### src/rtl/rssb_seq_control.sv
`default_nettype none
// ============================================================================
// Module   : rssb_seq_control
// Purpose  : Instruction sequencer for an RSSB (reverse-subtract, skip if
//            borrow) core. It steps each instruction through its phases:
//            fetch the operand address, read the operand, write the result
//            back, then update pc. Each memory access waits for an
//            acknowledge. The block also provides start/halt control,
//            single-step pausing, a per-access timeout with a sticky error,
//            and a count of retired instructions.
// Revision : 1.0 - initial release
// ----------------------------------------------------------------------------
// Ports
//   clk          in   clock, rising edge
//   rst          in   synchronous active-high reset
//   start        in   leave IDLE/HALT and begin fetching
//   halt_req     in   stop at the next instruction boundary
//   step_mode    in   pause after every instruction
//   step         in   run one more instruction from PAUSE
//   neg          in   datapath borrow flag, used in UPDATE
//   mem_ack      in   memory completes the current access
//   mem_req      out  memory access request
//   mem_we       out  1 = write access
//   sel_mem      out  memory address select (0 = pc, 1 = op1)
//   sel_pc       out  pc mux select (0 = pc+1, 1 = pc+2)
//   write_op1    out  load op1 from read data
//   write_acc    out  load acc with rdata - acc
//   write_mem    out  drive acc onto write data
//   write_pc     out  load pc from the pc mux
//   busy         out  executing an instruction
//   halted       out  in HALT
//   error        out  access timed out (sticky until rst)
//   instr_count  out  retired instruction count (wraps)
// ============================================================================
module rssb_seq_control #(
   parameter int TIMEOUT_CYCLES = 16,
   parameter int CNT_W          = 16
) (
   input  logic             clk,
   input  logic             rst,
   input  logic             start,
   input  logic             halt_req,
   input  logic             step_mode,
   input  logic             step,
   input  logic             neg,
   input  logic             mem_ack,
   output logic             mem_req,
   output logic             mem_we,
   output logic             sel_mem,
   output logic             sel_pc,
   output logic             write_op1,
   output logic             write_acc,
   output logic             write_mem,
   output logic             write_pc,
   output logic             busy,
   output logic             halted,
   output logic             error,
   output logic [CNT_W-1:0] instr_count
);

   typedef enum logic [2:0] {
      S_IDLE   = 3'd0,
      S_FETCH  = 3'd1,
      S_READ   = 3'd2,
      S_WRITE  = 3'd3,
      S_UPDATE = 3'd4,
      S_PAUSE  = 3'd5,
      S_HALT   = 3'd6,
      S_ERROR  = 3'd7
   } state_t;

   state_t           state_q, state_d;
   logic [CNT_W-1:0] count_q, count_d;
   logic             access_w;
   logic             timeout_w;

   assign access_w    = (state_q == S_FETCH) || (state_q == S_READ) || (state_q == S_WRITE);
   assign instr_count = count_q;

   generate
      if (TIMEOUT_CYCLES > 0) begin : g_timeout
         localparam int WAIT_W = $clog2(TIMEOUT_CYCLES + 1);

         logic [WAIT_W-1:0] wait_q, wait_d;

         // Every ack leaves its access state, so clearing on ack (or on any
         // non-access state) gives a fresh count on entry to each access.
         always_comb begin
            wait_d = '0;
            if (access_w && !mem_ack) begin
               wait_d = wait_q + 1'b1;
            end
         end

         // Fires on the cycle the count would reach the limit with no ack;
         // an ack on that same cycle completes the access instead.
         assign timeout_w = access_w && !mem_ack &&
                            (wait_q == WAIT_W'(TIMEOUT_CYCLES - 1));

         always_ff @(posedge clk) begin
            if (rst) begin
               wait_q <= '0;
            end else begin
               wait_q <= wait_d;
            end
         end
      end else begin : g_no_timeout
         assign timeout_w = 1'b0;
      end
   endgenerate

   always_comb begin
      state_d   = state_q;
      count_d   = count_q;
      mem_req   = 1'b0;
      mem_we    = 1'b0;
      sel_mem   = 1'b0;
      sel_pc    = 1'b0;
      write_op1 = 1'b0;
      write_acc = 1'b0;
      write_mem = 1'b0;
      write_pc  = 1'b0;
      busy      = 1'b0;
      halted    = 1'b0;
      error     = 1'b0;

      case (state_q)
         S_IDLE: begin
            if (start) state_d = S_FETCH;
         end
         S_FETCH: begin
            mem_req = 1'b1;
            busy    = 1'b1;
            if (mem_ack) begin
               write_op1 = 1'b1;
               state_d   = S_READ;
            end else if (timeout_w) begin
               state_d = S_ERROR;
            end
         end
         S_READ: begin
            mem_req = 1'b1;
            sel_mem = 1'b1;
            busy    = 1'b1;
            if (mem_ack) begin
               write_acc = 1'b1;
               state_d   = S_WRITE;
            end else if (timeout_w) begin
               state_d = S_ERROR;
            end
         end
         S_WRITE: begin
            mem_req   = 1'b1;
            mem_we    = 1'b1;
            sel_mem   = 1'b1;
            write_mem = 1'b1;
            busy      = 1'b1;
            if (mem_ack) begin
               state_d = S_UPDATE;
            end else if (timeout_w) begin
               state_d = S_ERROR;
            end
         end
         S_UPDATE: begin
            write_pc = 1'b1;
            sel_pc   = neg;
            busy     = 1'b1;
            count_d  = count_q + 1'b1;
            if (halt_req) begin
               state_d = S_HALT;
            end else if (step_mode) begin
               state_d = S_PAUSE;
            end else begin
               state_d = S_FETCH;
            end
         end
         S_PAUSE: begin
            if (halt_req) begin
               state_d = S_HALT;
            end else if (step) begin
               state_d = S_FETCH;
            end
         end
         S_HALT: begin
            halted = 1'b1;
            if (start) state_d = S_FETCH;
         end
         S_ERROR: begin
            error = 1'b1;
         end
         default: begin
            state_d = S_IDLE;
         end
      endcase
   end

   always_ff @(posedge clk) begin
      if (rst) begin
         state_q <= S_IDLE;
         count_q <= '0;
      end else begin
         state_q <= state_d;
         count_q <= count_d;
      end
   end

endmodule
`default_nettype wire

### config.mk
export PLATFORM = sky130hd
export DESIGN_NAME = rssb_seq_control
export DESIGN_NICKNAME = d
export VERILOG_FILES = /design/src/rtl/rssb_seq_control.sv
export SDC_FILE = /design/constraint.sdc
export NUM_CORES = 1
export LEC_CHECK = 0
export ABC_CLOCK_PERIOD_IN_PS = 1600
export CELL_PAD_IN_SITES_DETAIL_PLACEMENT = 1
export CELL_PAD_IN_SITES_GLOBAL_PLACEMENT = 1
export CORE_ASPECT_RATIO = 1.2
export CORE_MARGIN = 2
export CORE_UTILIZATION = 31
export CTS_CLUSTER_DIAMETER = 150
export DETAILED_ROUTE_END_ITERATION = 16
export GPL_TIMING_DRIVEN = 0
export PLACE_DENSITY = 0.83
export SLEW_MARGIN = 0
export SYNTH_ARGS = -nofsm -noshare
export SYNTH_HDL_FRONTEND = slang
export SYNTH_SLANG_ARGS = --single-unit
### constraint.sdc
create_clock -name clk -period 1.6 [get_ports clk]
set_input_delay 0.32 -clock clk [delete_from_list [all_inputs] [get_ports clk]]
set_output_delay 0.32 -clock clk [all_outputs]
set_load 0.01 [all_outputs]
==> impl_summary.txt <==
----------------------------------------------------
[Outcome]
  Status ... complete, but fails checks
  Violations in the final reports ... setup timing

[Critical path]
  Longest individual stage delay on the worst path ... 0.37 ns
  Arrival time of data at the critical path endpoint ... about 1.4 ns
  Critical path depth ... 5
  Data required time of the worst path ... between 1 and 1.5 ns
  Startpoint of the lowest-slack register-to-register path ... state_q[1]$_SDFFE_PP0P_
  Max stage delay cell, worst path ... dfxtp_4
  Worst reg-to-reg setup slack ... -0.06 ns
  Largest delay contributor family on the critical path ... buffers and inverters
  Highest fanout seen on the critical path ... 3
  FF-to-FF path depth ... 7
  R2R Path End ... instr_count[9]$_SDFFE_PP0P_
  Critical path start-end classification ... reg2out
  Critical Path, Cell by Cell ... clkbuf_16 -> nor3b_4 -> buf_4 -> and2_4 -> buf_6
  Type of origin of the critical path ... flop
  Critical path endpoint category ... primary output
  Buffers and inverters on the worst path ... 3

[Layout]
  Final core utilization ... a little under three fifths
  Area of all placed cells without fillers ... around 2200 um2
  Layout Area Growth over Synthesis ... 71.8%
  Number of diodes added for antenna fixing ... 0
  Top library cells by usage in the layout, fill and taps aside ... nor2_1, clkdlybuf4s50_1, buf_4, buf_6, dfxtp_1
  Number of filler cells placed in the layout ... approximately 450
  Fraction of final layout cells with drive strength greater than 1 ... a little over two fifths
  Final Net Count ... between 200 and 250

[Route]
  Per-cell routed wire length ... around 17 um
  DR vias ... roughly 1400
  DR vias/cell ... between 5 and 6
  Count of nets left with antenna violations after detail routing ... 0
  Wirelength, routed ... around 4.5 mm
  DR iter-0 viols ... 26
  Drt pass-1 iters ... 4
  DRC violations left ... 0

[CTS]
  Number of clock sinks seen by CTS ... 24
  Clock tree root buffer cell ... clkbuf_8
  H-tree depth reported by CTS ... 1
  Clock Latency Late Sink ... between 0.2 and 0.3 ns
  Clock-pin slew on the worst setup and hold paths ... approximately 0.090 ns
  Number of buffers created by CTS ... 3
  Bufs on Longest Clock Path ... 2
  Clock tree from TritonCTS ... yes

[Synth]
  Library cell occupying the most area in the post-synthesis netlist ... dfxtp_1
  Synthesized cell area ... roughly 1300 um2
  Synthesized instance count ... 153
  Flip-flop and latch count after synthesis ... 24
  Total number of yosys warnings ... 0
  Number of synthesized flops with an enable pin ... 0
  Ys flop type ... dfxtp_1
  Netlist cell types ... between 40 and 50
  Share of the yosys chip area belonging to registers ... between 30% and 40%
  Net count after synthesis ... ~160
  Average instance area after synthesis ... approximately 8.4 um2
  Async S/R FF share, synth ... 0%
  Cell types occupying the most area after synthesis ... dfxtp_1, nor2_1, xor2_1, o21ai_0, a21oi_1
  Fraction of post-synthesis cell area in the top cell type by area ... a little under two fifths

[STA]
  Post-route worst setup slack ... -0.111 ns
  Tmin final ... 1.71 ns
  Final hold slack ... around 0.45 ns
  Worst slew margin relative to its limit ... between 60% and 70%
  Worst Tran Pin Value ... just over 0.5 ns
  Final setup skew ... 0.00813 ns
  Number of setup violations in the final report ... 12
  Fin crit share ... 107%
  Number of failing hold endpoints at the final stage ... 0
  Setup repair after global routing missed its margin ... true
  Total count of max-transition violations in the final report ... 0
  Max Fclk ... a little under 0.6 GHz

[Hold path]
  Hold WC Path Type ... reg2reg
  Number of cells traversed by the worst hold path ... 1
  WHS Endpoint ... g_timeout.wait_q[0]$_SDFF_PP0_
  Launch point of the worst hold path ... g_timeout.wait_q[0]$_SDFF_PP0_

[Die]
  X dimension of the die ... 62.7 um
  Core ar. ... 3940 um2
  Height of the die ... approximately 74 um
  Cell Rows ... 25
  Initial core utilization ... between 30% and 40%
  DIE AREA ... ~4700 um2
  Ports ... 35

[Power]
  Switching fraction of total power ... 26.4%
  Net Switching ... 0.000411 W
  Power after layout ... 0.00156 W
  Comb pwr share ... 26.0%
  Areal power density over the cells ... about 710 nW/um2
  Seq pwr share ... about two fifths
  Static power due to leakage ... between 0.8 and 0.9 nW
  Part of the total power dissipated in the clock network ... roughly 35%
  Worst ir drop on vdd ... between 0.5 and 0.6 mV
  Power Internal ... roughly 0.0011 W

[Placement]
  Routability cong. ... around 0.85
  Pre-CTS setup slack ... -0.440 ns
  Count of input and output buffers ... 33
  Detailed-placement wirelength estimate ... about 2.4 mm
  Placed instance area ... 1690 um2

[Flow run]
  Maximum capacitance violations ... 0

[Global routing]
  Pin count of the biggest net entering global routing ... 15
  Initial antenna violation count ... 0
  Global-route congestion overflow total ... 0
  Total routing resource utilization after global routing ... ~17%
  Number of global-route vias before repair ... roughly 1400
  First-pass GRT wire length ... 6.30 mm

----------------------------------------------------
[routing by layer]
metal	GRT usage [%]	vias up	part of all wire, %
li1	-	658	-
met1	18.3	665	39
met2	34.6	31	57
met3	2.57	7	2.1
met4	8.15	0	1.7
met5	0	-	0
[how the worst max path moves through the flow]
stage,start,end,slack (ns)
after floorplan,instr_count[7]$_SDFFE_PP0P_,instr_count[15]$_SDFFE_PP0P_,0.002
after global placement,state_q[1]$_SDFFE_PP0P_,write_mem,-0.44
after detailed placement,state_q[1]$_SDFFE_PP0P_,write_mem,-0.44
after CTS,state_q[1]$_SDFFE_PP0P_,write_acc,-0.13
after global routing,state_q[1]$_SDFFE_PP0P_,write_acc,-0.17
final,state_q[1]$_SDFFE_PP0P_,sel_pc,-0.11
[cell type report]
| type | count | area (um2) | share of cell area [%] |
|---|---|---|---|
| Timing Repair Buffer | 54 | 509 | 23.1 |
| Tap cell | 54 | 67.6 | 3.07 |
| Clock buffer | 3 | 41.3 | 1.87 |
| Buffer | 10 | 114 | 5.17 |
| Inverter | 7 | 30.0 | 1.36 |
| Multi-Input combinational cell | 112 | 893 | 40.5 |
| Clock inverter | 1 | 30.0 | 1.36 |
| Sequential cell | 24 | 518 | 23.5 |
[sequential cells by signal, indices dropped and copies added (netlist names)]
signal	cells
g_timeout.wait_q	5
instr_count	16
state_q	3
[through the flow]
step,TNS (ns),cells
final,-0.668,265
after global routing,-1.65,265
after CTS,-0.422,258
after detailed placement,-4.25,240
after global placement,-3.81,240
after floorplan,0,153
[synthesized netlist by cell type, types with 2 or more instances]
cell type / n
buf_4: 2
a311oi_1: 2
or4_1: 2
xnor2_1: 3
nor2_1: 23
buf_2: 2
o31ai_1: 3
clkbuf_1: 4
o21ai_0: 9
and3_1: 3
ha_1: 3
xor2_1: 8
nand3_1: 5
inv_1: 7
or3_1: 5
dfxtp_1: 24
nand4_1: 6
nand4_2: 2
nor3_1: 2
a21oi_1: 8
and2_1: 3
nand2_1: 5
[cell families (layout without fill, tap and decap cells)]
logic type / count (synthesis) / after routing / synth area share (%)
muxes: 1 / 1 / 0.781
xor gates and xnor gates: 11 / 11 / 7.51
and+or+nand+nor: 68 / 68 / 31.0
DFF: 24 / 24 / 37.5
AOI/OAI and AO/OA: 29 / 29 / 14.4
buffers and inverters: 17 / 75 / 5.85
adders and majority gates: 3 / 3 / 2.93
[power groups by stage]
stage	clock network, W	logic, W	registers [W]
floorplan	0	0.000135	0.000630
global placement	0	0.000232	0.000632
detailed placement	0	0.000232	0.000633
CTS	0.000546	0.000314	0.000615
global route	0.000571	0.000432	0.000616
finish	0.000539	0.000405	0.000614
[what timing repair did]
action / CTS / global route
gates cloned: 0 / 1
buffers inserted: 14 / 7
hold buffers: 0 / 0
resized for setup: 81 / 42
setup endpoints to repair: 22 / 29
endpoints found under the hold margin: 0 / 0
pin swaps: 12 / 16
(Power assumes the default switching activity.)
